[src/rtl/wb_arbiter.sv]
// Two-master / one-slave Wishbone B4 classic arbiter with round-robin tie-break,
// whole-cycle grant hold and a strobe watchdog that errors out hung slave accesses.
module wb_arbiter #(
    parameter int AW      = 32,
    parameter int DW      = 32,
    parameter int TIMEOUT = 255
) (
    input  logic            clk_i,
    input  logic            rst_i,
    input  logic            m0_cyc_i,
    input  logic            m0_stb_i,
    input  logic            m0_we_i,
    input  logic [AW-1:0]   m0_adr_i,
    input  logic [DW-1:0]   m0_dat_i,
    input  logic [DW/8-1:0] m0_sel_i,
    output logic [DW-1:0]   m0_dat_o,
    output logic            m0_ack_o,
    output logic            m0_err_o,
    input  logic            m1_cyc_i,
    input  logic            m1_stb_i,
    input  logic            m1_we_i,
    input  logic [AW-1:0]   m1_adr_i,
    input  logic [DW-1:0]   m1_dat_i,
    input  logic [DW/8-1:0] m1_sel_i,
    output logic [DW-1:0]   m1_dat_o,
    output logic            m1_ack_o,
    output logic            m1_err_o,
    output logic            s_cyc_o,
    output logic            s_stb_o,
    output logic            s_we_o,
    output logic [AW-1:0]   s_adr_o,
    output logic [DW-1:0]   s_dat_o,
    output logic [DW/8-1:0] s_sel_o,
    input  logic [DW-1:0]   s_dat_i,
    input  logic            s_ack_i,
    input  logic            s_err_i
);
    localparam int WW = (TIMEOUT > 0) ? $clog2(TIMEOUT + 1) : 1;

    typedef enum logic {IDLE, BUSY} state_e;

    state_e        state_q, state_d;
    logic          gnt_q, gnt_d;
    logic          last_q, last_d;
    logic [WW-1:0] wdt_q, wdt_d;
    logic          busy, gcyc, expire, gack, gerr;

    always_ff @(posedge clk_i or posedge rst_i) begin
        if (rst_i) begin
            state_q <= IDLE;
            gnt_q   <= 1'b0;
            last_q  <= 1'b1;
            wdt_q   <= '0;
        end else begin
            state_q <= state_d;
            gnt_q   <= gnt_d;
            last_q  <= last_d;
            wdt_q   <= wdt_d;
        end
    end

    assign busy = (state_q == BUSY);
    assign gcyc = gnt_q ? m1_cyc_i : m0_cyc_i;

    // Slave side only sees the granted master, and only while a cycle is owned.
    always_comb begin
        s_cyc_o = 1'b0;
        s_stb_o = 1'b0;
        s_we_o  = 1'b0;
        s_adr_o = '0;
        s_dat_o = '0;
        s_sel_o = '0;
        if (busy) begin
            if (gnt_q) begin
                s_cyc_o = m1_cyc_i;
                s_stb_o = m1_stb_i;
                s_we_o  = m1_we_i;
                s_adr_o = m1_adr_i;
                s_dat_o = m1_dat_i;
                s_sel_o = m1_sel_i;
            end else begin
                s_cyc_o = m0_cyc_i;
                s_stb_o = m0_stb_i;
                s_we_o  = m0_we_i;
                s_adr_o = m0_adr_i;
                s_dat_o = m0_dat_i;
                s_sel_o = m0_sel_i;
            end
        end
    end

    // A genuine slave response in the expiry cycle suppresses the forced error.
    assign expire = (TIMEOUT > 0) && busy && s_stb_o && (wdt_q == WW'(TIMEOUT))
                    && !s_ack_i && !s_err_i;
    assign gack   = busy && s_ack_i && !s_err_i;
    assign gerr   = busy && (s_err_i || expire);

    assign m0_ack_o = gack && !gnt_q;
    assign m0_err_o = gerr && !gnt_q;
    assign m1_ack_o = gack && gnt_q;
    assign m1_err_o = gerr && gnt_q;
    assign m0_dat_o = s_dat_i;
    assign m1_dat_o = s_dat_i;

    always_comb begin
        state_d = state_q;
        gnt_d   = gnt_q;
        last_d  = last_q;
        wdt_d   = wdt_q;
        case (state_q)
            IDLE: begin
                wdt_d = '0;
                if (m0_cyc_i || m1_cyc_i) begin
                    gnt_d   = (m0_cyc_i && m1_cyc_i) ? ~last_q : m1_cyc_i;
                    last_d  = gnt_d;
                    state_d = BUSY;
                end
            end
            BUSY: begin
                if (!gcyc) begin
                    state_d = IDLE;
                    wdt_d   = '0;
                end else if (TIMEOUT == 0 || !s_stb_o || s_ack_i || s_err_i || expire) begin
                    wdt_d = '0;
                end else begin
                    wdt_d = wdt_q + 1'b1;
                end
            end
            default: state_d = IDLE;
        endcase
    end
endmodule

[config.mk]
export PLATFORM = sky130hd
export DESIGN_NAME = wb_arbiter
export DESIGN_NICKNAME = d
export VERILOG_FILES = /design/src/rtl/wb_arbiter.sv
export SDC_FILE = /design/constraint.sdc
export NUM_CORES = 1
export LEC_CHECK = 0
export BUFFER_PORTS_ARGS = -buffer_cell sky130_fd_sc_hd__clkbuf_2
export CAP_MARGIN = 25
export CORE_AREA = 10 10 116 118
export DETAILED_ROUTE_END_ITERATION = 8
export DIE_AREA = 0 0 126 128
export PLACE_DENSITY = 0.66
export SLEW_MARGIN = 20
export SYNTH_ARGS = -nofsm -noshare
export SYNTH_HDL_FRONTEND = slang
export SYNTH_SLANG_ARGS = --single-unit
[constraint.sdc]
create_clock -name clk_i -period 2.11 [get_ports clk_i]
set_input_delay 0.211 -clock clk_i [delete_from_list [all_inputs] [get_ports clk_i]]
set_output_delay 0.211 -clock clk_i [all_outputs]
set_load 0.03 [all_outputs]
==> flow_summary.yaml, run 1 <==
clock_network:
  cts_root_buf: "clkbuf_16"
  cts_tree: "done"
  numClockSinks: 11
  cts_buffers: 3
  clock_latency_ns: 0.24
  clk_pin_slew_ns: 0.04
  post_cts_buffers: 0
  htreeDepth: 1
  cts_buffer_depth: 2
placed_design:
  hpwl_mm: 8.184
  port_buffers: 220
  placed_area_um2: 3068
  gp_congestion: 0.7306
floorplanning:
  die_h_um: 128
  num_rows: 39
  start_util: 0.2041
  dieArea_um2: 16130
  die_w_um: 126
  pin_count: 317
  coreArea_um2: 11220
detailed_routing:
  met2_length_mm: 4.385
  wl_met1_mm: 3.682
  drc: 0
  dr_wl_met3_um: 970
  ant_nets: 0
  via_count: 2354
  topRoutingLayerUsed: "met4"
  drt_wl_total_mm: 9.281
  drtIter0Drc: 66
  drtPass1Iterations: 4
  vias_per_cell: 4.115
  wl_per_cell_um: 16.23
synthesis:
  synth.top_cells.by_area: "mux2i_1 (31%), buf_4 (22%), nor2b_1 (19%)"
  ys.flop_type: "dfrtp_1"
  synth_area_leader_cell: "mux2i_1"
  synth_cell_types: 34
  avgSynthCellArea_um2: 8.153
  seq_area_frac_synth: 0.1207
  async_flop_share: 1.000
  synth_edf_count: 0
  synth_top_area_frac: 0.3058
  syn_area_um2: 2291
  syn-num-nets: 460
  ys_warn_count: 0
  synth.ff_latch_count: 11
  syn_inst: 281
critical_path:
  reg2regPathDepth: 4
  crit_type: "register to output pin"
  crit_fanout: 4
  critPathLaunchType: "register"
  cp_data_arrival_time_ns: 1.64
  crit_required_ns: 1.90
  end_kind: "output pin"
timing:
  finalHoldViolCount: 0
  finalCritPeriodShare: 0.8771
  fin_crit_ns: 1.851
  timing.slew.headroom: 0.6986
  finalMaxSlewViolations: 0
  setup_viol: 0
  rsz0062_at_grt: "false"
  clock_skew_ns: 0.001990
  timing.hold.ws_ns: 0.2456
  worst_slew_pin_slew_ns: 0.4515
  tns_ns: 0
  clock.fmax_ghz: 0.5403
final_layout:
  finalInstanceArea_um2: 3158
  syn_to_final_growth_pct: 37.85
  antenna_cells: 0
  drive_above_1_share: 0.5524
  nFillCells: 1255
  final_cell_mix: "clkbuf_2 (220), nor2b_1 (71), mux2i_1 (70)"
  final_common_cell: "clkbuf_2"
  fin_nets: 609
  final_util: 0.2814
power_and_ir_drop:
  internal_power_mw: 1.431
  p_leak_nw: 1.794
  power.net_switching_mw: 1.704
  comb_power_share: 0.801
  pwr-share-seq: 0.089
  peakVddDrop_mv: 0.6783
  clkPwrFrac: 0.110
  p_sw_frac: 0.5435
  power.density_nw_per_um2: 992.8
global_routing:
  antenna_found_initial: 0
  grt_pass1_vias: 2524
  grt_start_max_net_pins: 50
  grt_pass1_wl_mm: 14.06
  overflow: 0
  track_usage: 0.1031
status:
  status: "completed"
worst_hold_path:
  hp-class: "input pin to register"
  min_path_cells: 3
run:
  maxCapViolCount: 0
## final timing paths
check | slack (ns) | start | to
worst min register to register | 0.49 | last_q | last_q
max in group asynchronous | 1.25 | rst_i | gnt_q
worst max register to register | 0.50 | wdt_q[0] | wdt_q[2]
worst max-delay path | 0.26 | wdt_q[0] | m1_err_o
worst min-delay path | 0.25 | m1_cyc_i | last_q
min in group asynchronous | 0.51 | rst_i | gnt_q
## sequential cells by signal, indices dropped and copies added (netlist names)
signal,flops
wdt_q,8
busy,1
last_q,1
gnt_q,1
## through the flow
step           instances  worst slack [ns]  total power, mW
3_3_place_gp         567            0.4851            2.818
3_5_place_dp         567            0.4962            2.829
4_1_cts              572            0.2364            3.191
6_report             572            0.2592            3.135
5_1_grt              572            0.1056            3.334
2_1_floorplan        281            0.2642            2.329
## final cells by class
class | count | area, um^2 | share of cell area
multi-input combinational | 186 | 1440 | 0.4560
timing repair buffer | 225 | 1166 | 0.3693
sequential | 11 | 281.5 | 0.08914
tap | 143 | 178.9 | 0.05666
clock buffer | 3 | 75.07 | 0.02377
inverter | 3 | 11.26 | 0.003566
clock inverter | 1 | 5.005 | 0.001585
## power groups by stage
stage	registers [mW]	logic (mW)	clock network [mW]
finish	0.277	2.51	0.345
global route	0.282	2.69	0.364
CTS	0.278	2.56	0.357
detailed placement	0.281	2.55	0
global placement	0.278	2.54	0
floorplan	0.255	2.07	0
## what timing repair did
item                      4_1_cts  5_1_grt
hold buffers                    1        0
hold endpoints to repair       10        0
gates resized for setup         0        0
## cells by family after synthesis
kind of cell / after synthesis / synth area share
adder cells (fa/ha/maj): 1 / 0.005461
AO/OA/AOI/OAI: 13 / 0.03877
flip-flops: 11 / 0.1207
AND/OR/NAND/NOR: 98 / 0.2622
buffers and inverters: 84 / 0.2507
XOR/XNOR: 3 / 0.01147
multiplexers: 71 / 0.3108
## critical path: stages, from the launching register on
cell      delay, ns
dfrtp_1        0.38
ha_1           0.24
and4_2         0.26
nand4_1        0.12
a21boi_0       0.17
clkbuf_2       0.23
## Yosys cell counts (all sizes together), types with 3 or more instances
cell type  count
clkbuf         8
a21oi          3
inv            3
nor2b         71
nor3           6
nand2          6
mux2i         70
dfrtp         10
o21ai          3
nand3          3
buf           73
a211oi         3
## metal layers
layer	global-route usage	up-vias
met2	0.1704	132
met3	0.04384	26
met4	0.03282	0
met1	0.1181	1022
met5	0	-
li1	-	1174
Note: power is estimated with default switching activity, not from simulation.
==> inputs of run 2 (changes only) <==
Settings changed: ABC_AREA from default to 1, CORE_AREA 10 10 116 118 to 10 10 114 116, DIE_AREA 0 0 126 128 to 0 0 124 126.
==> run 2 against run 1 <==
Effect of this change: setup slack got worse by 0.014 ns; clock power fell by 38%; synthesized cell count rose by 35%; flip-flop and latch count did not move; via count rose by 16%; non-clock buffer count rose by 1; global-route usage rose by 0.46 points; sequential power rose by 1%; clock-buffer cell count rose by 1; register-to-register slack improved by 0.20 ns; sequential share of layout area rose by 0.69 points; critical path type unchanged.
==> flow_summary.yaml, run 2 <==
power_and_ir_drop:
  peakVddDrop_mv: 0.7585
  power.total_mw: 4.406
  p_leak_nw: 1.698
  power.density_nw_per_um2: 1516
final_layout:
  syn_to_final_growth_pct: 39.27
  final_cell_mix: "clkbuf_2 (220), nor2_1 (155), o21ai_0 (74)"
  fin_nets: 701
  regArea_um2: 279.0
  largest_reg_flops: 8
  nFillCells: 1265
  regMostFlops: "wdt_q"
  finalInstanceArea_um2: 2907
  multi_input_area_um2: 1180
  stdcell_count: 662
  final_util: 0.2717
  drive_above_1_share: 0.4549
  final_common_cell: "clkbuf_2"
placed_design:
  gp_congestion: 0.7908
  placed_area_um2: 2849
  pre_cts_ws_ns: 0.4961
  placed_cells: 656
  hpwl_mm: 8.110
  port_buffers: 220
detailed_routing:
  wl_per_cell_um: 14.41
  drc: 0
  ant_nets: 0
  via_count: 2727
  drt_wl_total_mm: 9.540
  vias_per_cell: 4.119
  drtIter0Drc: 117
  drtPass1Iterations: 4
synthesis:
  avgSynthCellArea_um2: 5.521
  syn-num-nets: 557
  synth.most_common_cell: "nor2_1"
  synth_area_leader_cell: "nor2_1"
  async_flop_share: 1.000
  synth_top_area_frac: 0.2788
  seq_area_frac_synth: 0.1325
  ys.flop_type: "dfrtp_1"
  synth_edf_count: 0
  synth_cell_types: 24
  synth.ff_latch_count: 11
  syn_inst: 378
  synthTopCellsByCount: "nor2_1 (155), o21ai_0 (74), buf_4 (64)"
  synth.top_cells.by_area: "nor2_1 (28%), buf_4 (23%), o21ai_0 (18%)"
  ys_warn_count: 0
  syn_area_um2: 2087
timing:
  setup_viol: 0
  tns_ns: 0
  worst_slew_pin_slew_ns: 0.4331
  finalCritPeriodShare: 0.8838
  finalMaxSlewViolations: 0
  clock.fmax_ghz: 0.5363
  finalHoldViolCount: 0
  timing.hold.ws_ns: 0.2605
  clock_skew_ns: 0.001551
  timing.slew.headroom: 0.7110
  rsz0062_at_grt: "false"
  fin_crit_ns: 1.865
  setup_ws_ns: 0.2452
global_routing:
  track_usage: 0.1078
  grt_start_max_net_pins: 73
  grt_pass1_wl_mm: 14.18
  antenna_found_initial: 1
  grt_pass1_vias: 2801
  overflow: 0
floorplanning:
  die_w_um: 124
  pin_count: 317
  die_h_um: 126
  dieArea_um2: 15620
  start_util: 0.1951
  num_rows: 38
  coreArea_um2: 10700
clock_network:
  ctsResizeCount: 0
  htreeDepth: 1
  cts_tree: "done"
  numClockSinks: 11
  clock_latency_ns: 0.24
  clk_pin_slew_ns: 0.05
  cts_root_buf: "clkbuf_8"
  post_cts_buffers: 0
  cts_buffers: 3
  cts_buffer_depth: 2
worst_hold_path:
  hp-class: "input pin to register"
  min_path_cells: 3
critical_path:
  cp_data_arrival_time_ns: 1.65
  end_kind: "output pin"
  r2r_slack_ns: 0.70
  crit_type: "register to output pin"
  crit_fanout: 3
  reg2regPathDepth: 6
  critPathLaunchType: "register"
  crit_required_ns: 1.90
run:
  maxCapViolCount: 0
status:
  status: "completed"
==> run 2: repair_timing <==
action                     4_1_cts  5_1_grt
hold buffers                     1        0
setup endpoints to repair        0        0
hold endpoints to repair        10        0
==> run 2: worst paths after layout <==
| kind | start | endpoint |
|---|---|---|
| worst max-delay path | wdt_q[0] | m1_err_o |
| worst min-delay path | m1_cyc_i | last_q |
| worst min register to register | last_q | last_q |
| worst max register to register | gnt_q | wdt_q[4] |
| max in group asynchronous | rst_i | last_q |
| min in group asynchronous | rst_i | wdt_q[5] |
==> run 2: layer usage <==
metal | part of all wire | GRT usage | vias up
met5 | 0 | 0 | -
met4 | 0.023 | 0.02371 | 0
met3 | 0.14 | 0.04692 | 24
met2 | 0.47 | 0.1849 | 162
met1 | 0.37 | 0.1196 | 1127
li1 | - | - | 1414
==> run 2: area by class of cell <==
class	count	share of cell area
sequential	11	0.09600
antenna	1	0.0008610
inverter	13	0.01765
clock buffer	4	0.01550
timing repair buffer	226	0.4038
multi-input combinational	267	0.4059
tap	140	0.06027
==> run 2: cell families (layout without fill, tap and decap cells) <==
logic type / Yosys count / in the layout / synth area share
and+or+nand+nor: 187 / 187 / 0.3597
buffers and inverters: 100 / 243 / 0.3022
AOI/OAI and AO/OA: 78 / 78 / 0.1954
DFF: 11 / 11 / 0.1325
adders and majority gates: 1 / 1 / 0.005994
xor gates and xnor gates: 1 / 1 / 0.004197
other: 0 / 1 / 0
==> run 2: power breakdown <==
part	switching [mW]	internal, mW
registers	0.0288	0.252
logic	2.88	1.03
clock network	0.0816	0.133
total	2.99	1.42
==> run 2: worst max-delay path, stage by stage, from the launching register on <==
cell and delay, ns:
dfrtp_1 0.37, ha_1 0.17, nand2_1 0.09, nor2_1 0.13, nand2_1 0.13, o21bai_1 0.15
nand2_1 0.09, nor2_1 0.09, clkbuf_2 0.21
